--- src/rtl/hazard_ctrl_unit.sv ---
// Hazard and forwarding controller for the 5-stage pipeline: operand forwarding,
// load-use stall, multi-cycle EX hold, taken-branch flush, debug single-step and perf counters.
module hazard_ctrl_unit #(
  parameter int REG_ADDR_BITS = 5,
  parameter int FW_BUS_WIDTH  = 2,
  parameter int FLUSH_DEPTH   = 3,
  parameter int MULTI_LAT     = 4,
  parameter int CNT_BITS      = 16
) (
  input  logic                     clk,
  input  logic                     reset,
  input  logic [REG_ADDR_BITS-1:0] id_rs_addr,
  input  logic [REG_ADDR_BITS-1:0] id_rt_addr,
  input  logic                     id_uses_rt,
  input  logic [REG_ADDR_BITS-1:0] ex_rs_addr,
  input  logic [REG_ADDR_BITS-1:0] ex_rt_addr,
  input  logic                     ex_mem_read,
  input  logic [REG_ADDR_BITS-1:0] ex_rd_addr,
  input  logic                     ex_multi_start,
  input  logic                     mem_reg_write,
  input  logic [REG_ADDR_BITS-1:0] mem_rd_addr,
  input  logic                     wb_reg_write,
  input  logic [REG_ADDR_BITS-1:0] wb_rd_addr,
  input  logic                     branch_taken,
  input  logic                     dbg_step_mode,
  input  logic                     dbg_step,
  output logic [FW_BUS_WIDTH-1:0]  fw_rs_sel,
  output logic [FW_BUS_WIDTH-1:0]  fw_rt_sel,
  output logic                     pc_enable,
  output logic                     ifid_enable,
  output logic                     ex_hold,
  output logic                     idex_bubble,
  output logic [FLUSH_DEPTH-1:0]   flush_mask,
  output logic [CNT_BITS-1:0]      stall_cycles,
  output logic [CNT_BITS-1:0]      step_count
);

  localparam int MC_BITS = (MULTI_LAT > 2) ? $clog2(MULTI_LAT) : 1;
  localparam logic [MC_BITS-1:0]      MC_LOAD = MC_BITS'(MULTI_LAT - 2);
  localparam logic [FW_BUS_WIDTH-1:0] FW_REG  = FW_BUS_WIDTH'(0);
  localparam logic [FW_BUS_WIDTH-1:0] FW_MEM  = FW_BUS_WIDTH'(1);
  localparam logic [FW_BUS_WIDTH-1:0] FW_WB   = FW_BUS_WIDTH'(2);

  typedef enum logic {RUN = 1'b0, MULTI = 1'b1} state_t;

  state_t             state, state_nxt;
  logic [MC_BITS-1:0] mcnt, mcnt_nxt;
  logic               frozen, luse, multi_hold;

  // MEM beats WB; register 0 is hard-wired and never forwarded
  function automatic logic [FW_BUS_WIDTH-1:0] fw_pick(
    input logic [REG_ADDR_BITS-1:0] src,
    input logic                     m_we,
    input logic [REG_ADDR_BITS-1:0] m_rd,
    input logic                     w_we,
    input logic [REG_ADDR_BITS-1:0] w_rd
  );
    logic [FW_BUS_WIDTH-1:0] sel;
    if (m_we && (m_rd != '0) && (m_rd == src)) begin
      sel = FW_MEM;
    end else if (w_we && (w_rd != '0) && (w_rd == src)) begin
      sel = FW_WB;
    end else begin
      sel = FW_REG;
    end
    return sel;
  endfunction

  always_comb begin
    frozen     = dbg_step_mode & ~dbg_step;
    luse       = ex_mem_read & (ex_rd_addr != '0) &
                 ((ex_rd_addr == id_rs_addr) | (id_uses_rt & (ex_rd_addr == id_rt_addr)));
    multi_hold = (state == MULTI) | ex_multi_start;
  end

  // Pipeline controls; priority is reset, debug freeze, branch, multi-cycle hold, load-use
  always_comb begin
    fw_rs_sel   = fw_pick(ex_rs_addr, mem_reg_write, mem_rd_addr, wb_reg_write, wb_rd_addr);
    fw_rt_sel   = fw_pick(ex_rt_addr, mem_reg_write, mem_rd_addr, wb_reg_write, wb_rd_addr);
    pc_enable   = 1'b1;
    ifid_enable = 1'b1;
    ex_hold     = 1'b0;
    idex_bubble = 1'b0;
    flush_mask  = '0;
    if (reset) begin
      fw_rs_sel   = FW_REG;
      fw_rt_sel   = FW_REG;
      pc_enable   = 1'b0;
      ifid_enable = 1'b0;
      idex_bubble = 1'b1;
      flush_mask  = '1;
    end else if (frozen) begin
      pc_enable   = 1'b0;
      ifid_enable = 1'b0;
      ex_hold     = 1'b1;
    end else if (branch_taken) begin
      flush_mask  = '1;
    end else if (multi_hold) begin
      pc_enable   = 1'b0;
      ifid_enable = 1'b0;
      ex_hold     = 1'b1;
    end else if (luse) begin
      pc_enable   = 1'b0;
      ifid_enable = 1'b0;
      idex_bubble = 1'b1;
    end else begin
      pc_enable   = 1'b1;
    end
  end

  // A frozen cycle keeps the sequencer untouched; a branch aborts any multi-cycle op
  always_comb begin
    state_nxt = state;
    mcnt_nxt  = mcnt;
    if (frozen) begin
      state_nxt = state;
    end else if (branch_taken) begin
      state_nxt = RUN;
      mcnt_nxt  = '0;
    end else begin
      case (state)
        RUN: begin
          if (ex_multi_start) begin
            state_nxt = MULTI;
            mcnt_nxt  = MC_LOAD;
          end else begin
            mcnt_nxt  = '0;
          end
        end
        MULTI: begin
          if (mcnt == '0) begin
            state_nxt = RUN;
          end else begin
            mcnt_nxt  = mcnt - MC_BITS'(1);
          end
        end
        default: begin
          state_nxt = RUN;
          mcnt_nxt  = '0;
        end
      endcase
    end
  end

  always_ff @(posedge clk) begin
    if (reset) begin
      state <= RUN;
      mcnt  <= '0;
    end else begin
      state <= state_nxt;
      mcnt  <= mcnt_nxt;
    end
  end

  // Free-running wrap-around counters
  always_ff @(posedge clk) begin
    if (reset) begin
      stall_cycles <= '0;
      step_count   <= '0;
    end else begin
      if (!pc_enable) begin
        stall_cycles <= stall_cycles + CNT_BITS'(1);
      end
      if (dbg_step_mode && dbg_step) begin
        step_count <= step_count + CNT_BITS'(1);
      end
    end
  end

endmodule

--- config.mk ---
export PLATFORM = sky130hd
export DESIGN_NAME = hazard_ctrl_unit
export DESIGN_NICKNAME = d
export VERILOG_FILES = /design/src/rtl/hazard_ctrl_unit.sv
export SDC_FILE = /design/constraint.sdc
export NUM_CORES = 1
export LEC_CHECK = 0
export ABC_CLOCK_PERIOD_IN_PS = 2800
export BUFFER_PORTS_ARGS = -buffer_cell sky130_fd_sc_hd__buf_2
export CAP_MARGIN = 20
export CORE_MARGIN = 3
export CORE_UTILIZATION = 48
export CTS_CLUSTER_DIAMETER = 30
export DETAILED_ROUTE_END_ITERATION = 16
export PLACE_DENSITY_LB_ADDON = 0.05
export SLEW_MARGIN = 20
export SYNTH_ARGS = -nofsm -noshare
export SYNTH_HDL_FRONTEND = slang
export SYNTH_SLANG_ARGS = --single-unit
--- constraint.sdc ---
create_clock -name clk -period 2.8 [get_ports clk]
set_input_delay 0.42 -clock clk [delete_from_list [all_inputs] [get_ports clk]]
set_output_delay 0.42 -clock clk [all_outputs]
set_load 0.005 [all_outputs]
==> flow_metrics.py, run 1 <==
metrics = {
    "outcome": {
        "status": "complete, no violations",
    },
    "worst_setup_path": {
        "arrival_ns": 1.87,
        "path_cells": "buf_2 > or4_1 > o21ai_1 > nor3_1 > nor4_1 > buf_2",
        "r2r-start": "stall_cycles[3]",
        "worst_path_max_delay_cell": "or4_1",
        "worstSetupPathType": "input port to output port",
        "start_kind": "input port",
        "path_common_cell": "buf_2",
        "reg2reg_depth": 6,
        "crit_buf_inv": 2,
        "critical-path-top-delay-family": "simple AND/OR/NAND/NOR gates",
        "rrSetupSlack_ns": 1.05,
        "worstPathMaxFanout": 4,
        "endpoint_kind": "output port",
        "cpPeakStageDelay_ns": 0.53,
        "regToRegEndpoint": "stall_cycles[14]",
        "required_ns": 2.38,
    },
    "sta": {
        "fmax_ghz": 0.437,
        "finalSetupTns_ns": 0,
        "setup_viol": 0,
        "slew_headroom_pct": 72.7,
        "worstMarginPinSlew_ns": 0.410,
        "slew_violations": 0,
        "skew_ns": 0.00759,
        "finalHoldViolCount": 0,
        "period_needed_ns": 2.29,
        "rsz0062_at_grt": "false",
        "final.period_utilization_pct": 81.7,
    },
    "logic_synthesis": {
        "yosys_warnings": 0,
        "synth_top_area_share_pct": 33.4,
        "ys_seq_area_share_pct": 33.4,
        "yosys.area.top_type": "dfxtp_1",
        "synth_fp_nets": 306,
        "avgSynthCellArea_um2": 8.14,
        "synth_area_um2": 2100,
        "syn_inst": 258,
        "synth-seq-cells": 35,
        "synthTopCellsByArea": "dfxtp_1, xnor2_1, xor2_1",
        "synth_cell_types": 36,
    },
    "clock_tree": {
        "clk_transition_reported_paths_ns": 0.06,
        "cts_tree": "done",
        "cts_buffers": 5,
        "root_buffer": "clkbuf_8",
        "cts_resized": 0,
        "hold_buffers": 0,
        "htree_levels": 2,
        "cts_setup_buffers": 0,
        "clk-insertion-delay-late_ns": 0.29,
        "cts_buffer_depth": 2,
        "numClockSinks": 35,
    },
    "hold_path": {
        "hold_path.class": "register to register",
        "hp-start": "mcnt[1]",
        "whs_path_depth": 2,
        "holdPathEnd": "mcnt[1]",
    },
    "run": {
        "maxCapViolCount": 0,
    },
    "route": {
        "drt-wirelength-per-cell_um": 12.2,
        "drt_wl_total_um": 4730,
        "ant_nets": 0,
        "drc_errors": 0,
        "drtIter0Drc": 121,
        "first_pass_iters": 4,
        "vias": 2078,
        "via_per_inst": 5.34,
    },
    "power_and_ir_drop": {
        "leakagePower_nw": 1.11,
        "peakVddDrop_v": 0.000207,
        "p_per_area_nw_per_um2": 414,
    },
    "global_routing": {
        "grt.total_usage_pct": 18.6,
        "grt_pass1_wl_um": 7830,
        "grt_max_degree": 40,
        "antenna_found_initial": 0,
        "first_global_vias": 1842,
        "overflow": 0,
    },
    "floorplan": {
        "dieHeight_um": 72.1,
        "die-width_um": 72.1,
        "start_util_pct": 51.0,
        "die_area_um2": 5200,
        "rows": 23,
        "pin_count": 88,
        "core_area_um2": 4120,
    },
    "final_layout": {
        "final_common_cell": "buf_2",
        "layout-drive-gt1-share_pct": 29.2,
        "fin_nets": 386,
        "n_antenna_cell": 0,
        "fin_area_um2": 2630,
        "syn_to_final_growth_pct": 25.1,
        "final_cell_mix": "buf_2, dfxtp_1, xnor2_1",
    },
    "placed_design": {
        "hpwl_um": 3510,
        "gp_congestion": 0.781,
        "place_area_um2": 2520,
        "port_buffers": 87,
    },
}
worst reg2reg max path: stages, from the launching register on:
cell	delay, ns
dfxtp_1	0.42
and4_1	0.35
nand3_1	0.16
nor2_1	0.20
nand3_1	0.11
or3_1	0.32
a21oi_1	0.14
final cells by class:
class	count	area (µm²)
clock buffers	7	96.3
clock inverters	1	7.51
fillers	378	1490
inverters	7	26.3
multi-input cells	200	1280
flip-flops and latches	35	701
well taps	50	62.6
repair buffers	89	450
report_power, final:
part / internal [mW] / total [mW] / leakage (nW) / switching, mW
clock network: 0.224 / 0.406 / 0.0505 / 0.182
registers: 0.506 / 0.517 / 0.283 / 0.0108
logic: 0.0794 / 0.166 / 0.775 / 0.0864
Yosys cell counts, drive strengths merged:
cell type	n
o211a	1
nand2	17
inv	7
a41o	1
or3	10
xnor2	25
o31ai	6
or4b	1
buf	9
nor2	20
xor2	18
nand4	8
nand2b	1
a21oi	21
nor4	5
o21ba	1
o21ai	14
and4	3
o22ai	1
nand3	17
mux2i	2
ha	3
and2	1
clkbuf	7
nor2b	4
or4	11
a2111o	1
nor3	4
o31a	1
and3	3
dfxtp	35
flip-flops by register name, summed over array words and instances, names as in the netlist:
signal and flops:
step_count 16, state 1, mcnt 2, stall_cycles 16
worst max path at each step:
stage | cells after the start | from | slack, ns | end
floorplan | 8 | ex_rd_addr[1] | 0.50 | pc_enable
global placement | 6 | mem_rd_addr[1] | 0.54 | fw_rt_sel[1]
detailed placement | 6 | mem_rd_addr[1] | 0.52 | fw_rs_sel[1]
CTS | 6 | mem_rd_addr[1] | 0.51 | fw_rs_sel[1]
global route | 6 | mem_rd_addr[1] | 0.41 | fw_rs_sel[1]
finish | 6 | mem_rd_addr[1] | 0.51 | fw_rs_sel[1]
cells by family after synthesis:
logic type,after synthesis,share of synthesized area (%)
buffers and inverters,23,5.48
adders and majority gates,3,1.79
muxes,2,0.954
AOI/OAI and AO/OA,47,13.6
and+or+nand+nor,105,26.8
DFF,35,33.4
xor gates and xnor gates,43,17.9
routing by layer:
metal | vias to the layer above | track usage, % | wire length, µm
met3 | 4 | 5.54 | 344
met1 | 931 | 22.4 | 2140
li1 | 1077 | - | -
met2 | 66 | 31.1 | 2190
met4 | 0 | 7.10 | 58
met5 | - | 0 | 0
stage by stage:
stage	util, %	instances	setup WS, ns	power [mW]	hold WS (ns)
final	63.8	389	0.514	1.09	0.455
after global routing	63.8	389	0.407	1.14	0.490
after CTS	63.8	389	0.510	1.10	0.456
after detailed placement	61.3	381	0.517	0.694	0.447
after global placement	61.3	381	0.537	0.692	0.443
after floorplan	-	258	0.502	0.628	0.432
No activity file was read; power rests on OpenSTA's default activity.
==> run 2, diff against run 1 <==
--- a/config.mk
+++ b/config.mk
@@ -5,7 +5,7 @@
 export SDC_FILE = /design/constraint.sdc
 export NUM_CORES = 1
 export LEC_CHECK = 0
-export ABC_CLOCK_PERIOD_IN_PS = 2800
+export ABC_CLOCK_PERIOD_IN_PS = 2300
 export BUFFER_PORTS_ARGS = -buffer_cell sky130_fd_sc_hd__buf_2
 export CAP_MARGIN = 20
 export CORE_MARGIN = 3
==> constraint.sdc (replaced) <==
create_clock -name clk -period 2.3 [get_ports clk]
set_input_delay 0.345 -clock clk [delete_from_list [all_inputs] [get_ports clk]]
set_output_delay 0.345 -clock clk [all_outputs]
set_load 0.005 [all_outputs]
==> flow_metrics.py, run 2 (synthesized netlist as in run 1, its figures left out) <==
metrics = {
    "sta": {
        "finalSetupTns_ns": 0,
        "fmax_ghz": 0.472,
        "rsz0062_at_grt": "false",
        "slew_violations": 0,
        "slew_headroom_pct": 73.0,
        "period_needed_ns": 2.12,
        "finalHoldViolCount": 0,
        "final.period_utilization_pct": 92.0,
        "setup_viol": 0,
        "worstMarginPinSlew_ns": 0.403,
        "skew_ns": 0.00776,
    },
    "clock_tree": {
        "clk_transition_reported_paths_ns": 0.07,
        "hold_buffers": 0,
        "cts_setup_buffers": 0,
        "clk-insertion-delay-late_ns": 0.28,
        "numClockSinks": 35,
        "htree_levels": 2,
        "cts_buffer_depth": 2,
        "root_buffer": "clkbuf_8",
        "cts_tree": "done",
        "cts_buffers": 5,
        "cts_resized": 0,
    },
    "final_layout": {
        "fin_nets": 387,
        "finish.utilization_pct": 64.2,
        "final_common_cell": "buf_2",
        "fill_cells": 380,
        "stdcell_count": 390,
        "largestRegisters": "stall_cycles: 16 flops, step_count: 16 flops, mcnt: 2 flops",
        "layout-drive-gt1-share_pct": 29.4,
        "multi_input_area_um2": 1280,
        "syn_to_final_growth_pct": 25.9,
        "ff_latch_area_um2": 701,
        "n_antenna_cell": 0,
        "final_cell_mix": "buf_2, dfxtp_1, xnor2_1",
    },
    "worst_setup_path": {
        "start_kind": "input port",
        "required_ns": 1.96,
        "worstSetupPathType": "input port to output port",
        "endpoint_kind": "output port",
        "regToRegEndpoint": "stall_cycles[14]",
        "rrSetupSlack_ns": 0.56,
        "worstPathMaxFanout": 4,
        "cp-startpoint": "mem_rd_addr[1]",
        "reg2reg_depth": 6,
        "arrival_ns": 1.77,
        "endpoint": "fw_rt_sel[1]",
        "r2r-start": "stall_cycles[3]",
    },
    "placed_design": {
        "port_buffers": 87,
        "hpwl_um": 3510,
        "gp_congestion": 0.743,
        "placedCellCount": 382,
    },
    "global_routing": {
        "grt_max_degree": 40,
        "use_met1_pct": 22.9,
        "grt.total_usage_pct": 18.3,
        "antenna_found_initial": 0,
        "overflow": 0,
        "gr-usage-met3_pct": 5.12,
        "first_global_vias": 1907,
        "grt_pass1_wl_um": 7890,
        "busiest_layer": "met2",
        "grt_use_met2_pct": 30.5,
    },
    "floorplan": {
        "rows": 23,
        "die-width_um": 72.1,
        "dieHeight_um": 72.1,
        "pin_count": 88,
        "die_area_um2": 5200,
        "start_util_pct": 51.0,
        "core_area_um2": 4120,
    },
    "power_and_ir_drop": {
        "peakVddDrop_v": 0.000273,
        "p_per_area_nw_per_um2": 522,
        "leakagePower_nw": 1.12,
    },
    "route": {
        "drtIter0Drc": 162,
        "drc_errors": 0,
        "ant_nets": 0,
        "via_per_inst": 5.41,
        "drt-wirelength-per-cell_um": 11.9,
        "first_pass_iters": 4,
        "drt_wl_total_um": 4650,
        "vias": 2111,
    },
    "hold_path": {
        "hold_path.class": "input port to register",
        "whs_path_depth": 3,
    },
    "outcome": {
        "status": "complete, no violations",
    },
    "run": {
        "maxCapViolCount": 0,
    },
}
run 2: cell types whose count changed in the layout (fill, tap and decap cells not counted), sizes merged:
cell and change:
buf +1, bufinv +1, clkbuf -2, clkinv +2
clkinvlp -1
run 2: cell type report:
class,instances,share of cell area [%]
Clock buffer,5,2.60
Clock inverter,3,1.66
Inverter,7,0.994
Multi-Input combinational cell,200,48.6
Sequential cell,35,26.5
Tap cell,50,2.37
Timing Repair Buffer,90,17.3
run 2: worst min path at each step:
| stage | endpoint | slack [ns] | startpoint |
|---|---|---|---|
| final | mcnt[1] | 0.39 | branch_taken |
| after global routing | mcnt[1] | 0.40 | branch_taken |
| after CTS | mcnt[1] | 0.39 | branch_taken |
| after floorplan | mcnt[1] | 0.43 | mcnt[1] |
| after global placement | mcnt[1] | 0.44 | mcnt[1] |
| after detailed placement | mcnt[1] | 0.44 | mcnt[1] |
run 2: stage by stage:
stage | total power [mW] | area (µm²) | hold slack, ns | setup WS, ns
2_1_floorplan | 0.765 | 2100 | 0.432 | 0.152
3_3_place_gp | 0.844 | 2530 | 0.441 | 0.201
3_5_place_dp | 0.845 | 2530 | 0.445 | 0.174
4_1_cts | 1.39 | 2640 | 0.386 | 0.160
5_1_grt | 1.44 | 2640 | 0.401 | 0.0848
6_report | 1.38 | 2640 | 0.392 | 0.183
run 2: critical path: stages:
cell and delay [ns]:
buf_2 0.12, or4_1 0.52, o21ai_1 0.25, nor3_1 0.10, nor4_1 0.28, buf_2 0.16
run 2: metal layers:
metal	vias to the layer above	share of wire, %
li1	1076	-
met1	958	45
met2	72	47
met3	5	7.6
met4	0	0.92
met5	-	0
run 2: report_power, final:
part | switching (mW) | internal, mW
Clock | 0.227 | 0.323
Sequential | 0.0128 | 0.615
Combinational | 0.105 | 0.0976
Total | 0.344 | 1.04
==> run 3, diff against run 2 <==
--- a/config.mk
+++ b/config.mk
@@ -13,6 +13,7 @@
 export CTS_CLUSTER_DIAMETER = 30
 export DETAILED_ROUTE_END_ITERATION = 16
 export PLACE_DENSITY_LB_ADDON = 0.05
+export REMOVE_ABC_BUFFERS = 1
 export SLEW_MARGIN = 20
 export SYNTH_ARGS = -nofsm -noshare
 export SYNTH_HDL_FRONTEND = slang
==> flow_metrics.py, run 3 (synthesized netlist as in run 1, its figures left out) <==
metrics = {
    "global_routing": {
        "first_global_vias": 1851,
        "overflow": 0,
        "gr-usage-met3_pct": 4.02,
        "grt_use_met2_pct": 29.9,
        "busiest_layer": "met2",
        "grt.total_usage_pct": 18.6,
        "grt_max_degree": 40,
        "use_met1_pct": 24.1,
        "antenna_found_initial": 0,
        "grt_pass1_wl_um": 7860,
    },
    "sta": {
        "holdWs_ns": 0.393,
        "finalSetupTns_ns": 0,
        "setup_viol": 0,
        "skew_ns": 0.00467,
        "final.period_utilization_pct": 92.3,
        "period_needed_ns": 2.12,
        "fmax_ghz": 0.471,
        "slew_headroom_pct": 72.9,
        "slew_violations": 0,
        "setup_ws_ns": 0.176,
        "finalHoldViolCount": 0,
        "worstMarginPinSlew_ns": 0.406,
        "rsz0062_at_grt": "false",
    },
    "worst_setup_path": {
        "r2r-start": "stall_cycles[3]",
        "worstSetupPathType": "input port to output port",
        "endpoint_kind": "output port",
        "arrival_ns": 1.78,
        "cp-startpoint": "mem_rd_addr[1]",
        "cpPeakStageDelay_ns": 0.53,
        "required_ns": 1.96,
        "worstPathMaxFanout": 4,
        "path_common_cell": "buf_2",
        "path_cells": "buf_2 > or4_1 > o21ai_1 > nor3_1 > nor4_1 > buf_2",
        "start_kind": "input port",
        "worst_path_max_delay_cell": "or4_1",
        "reg2reg_depth": 6,
    },
    "floorplan": {
        "pin_count": 88,
        "rows": 23,
        "die_area_um2": 5200,
        "die-width_um": 72.1,
        "dieHeight_um": 72.1,
        "core_area_um2": 4120,
        "start_util_pct": 51.0,
    },
    "route": {
        "drtIter0Drc": 81,
        "first_pass_iters": 4,
        "drt_wl_total_um": 4760,
        "via_per_inst": 5.25,
        "vias": 2041,
        "drt-wirelength-per-cell_um": 12.2,
        "drc_errors": 0,
        "ant_nets": 0,
    },
    "outcome": {
        "status": "complete, no violations",
    },
    "placed_design": {
        "gp_congestion": 0.794,
        "port_buffers": 87,
        "place_area_um2": 2530,
        "dp_slack_ns": 0.178,
        "hpwl_um": 3680,
        "placedCellCount": 382,
    },
    "clock_tree": {
        "clk_transition_reported_paths_ns": 0.07,
        "cts_setup_buffers": 0,
        "htree_levels": 2,
        "numClockSinks": 35,
        "root_buffer": "clkbuf_8",
        "cts_resized": 0,
        "cts_buffer_depth": 2,
        "hold_buffers": 0,
        "cts_buffers": 5,
        "clk-insertion-delay-late_ns": 0.28,
        "cts_tree": "done",
    },
    "final_layout": {
        "multi_input_area_um2": 1280,
        "ff_latch_area_um2": 701,
        "fill_cells": 388,
        "stdcell_count": 389,
        "finish.utilization_pct": 63.6,
        "syn_to_final_growth_pct": 24.7,
        "n_antenna_cell": 0,
        "fin_area_um2": 2620,
        "largestRegisters": "stall_cycles: 16 flops, step_count: 16 flops, mcnt: 2 flops",
        "fin_nets": 387,
        "final_cell_mix": "buf_2, dfxtp_1, xnor2_1",
        "final_common_cell": "buf_2",
        "layout-drive-gt1-share_pct": 29.2,
    },
    "run": {
        "maxCapViolCount": 0,
    },
    "power_and_ir_drop": {
        "p_int_mw": 0.948,
        "power_frac_clock_pct": 34.6,
        "leakagePower_nw": 1.11,
        "peakVddDrop_v": 0.000217,
        "p_per_area_nw_per_um2": 486,
        "comb_power_share_pct": 16.0,
        "power_mw": 1.27,
        "switching_power_mw": 0.325,
        "seq_power_share_pct": 49.4,
        "swShare_pct": 25.5,
    },
    "hold_path": {
        "hp-start": "branch_taken",
        "whs_path_depth": 3,
        "hold_path.class": "input port to register",
    },
}
[run 3: cell types whose count changed in the layout (fill, tap and decap cells not counted)]
cell       previous run  this run
bufinv_16             1         0
clkbuf_8              5         6
clkinv_4              1         0
[run 3: layout make-up]
type | instances | area share, %
timing repair buffer | 90 | 17.5
tap | 50 | 2.39
clock inverter | 1 | 0.191
inverter | 7 | 1.00
sequential | 35 | 26.8
multi-input combinational | 200 | 49.0
clock buffer | 6 | 3.15
[run 3: worst paths after layout]
path                 endpoint  slack, ns
max              fw_rs_sel[1]       0.18
min                   mcnt[1]       0.39
max reg2reg  stall_cycles[14]       0.51
min reg2reg           mcnt[1]       0.45
[run 3: layer usage]
metal / wire length, µm / share of wire (%)
met2: 2160 / 45
met4: 70 / 1.5
met5: 0 / 0
met3: 329 / 6.9
met1: 2210 / 46
[run 3: critical path: cells and delay by family]
| kind | cells | cell delay [ns] |
|---|---|---|
| AOI/OAI and AO/OA | 1 | 0.26 |
| and+or+nand+nor | 3 | 0.89 |
| buffers and inverters | 2 | 0.28 |
[run 3: power by group through the flow]
stage / registers (mW) / clock network [mW] / logic, mW
after floorplan: 0.640 / 0 / 0.101
after global placement: 0.642 / 0 / 0.203
after detailed placement: 0.642 / 0 / 0.205
after CTS: 0.628 / 0.458 / 0.205
after global routing: 0.631 / 0.477 / 0.227
final: 0.629 / 0.441 / 0.204
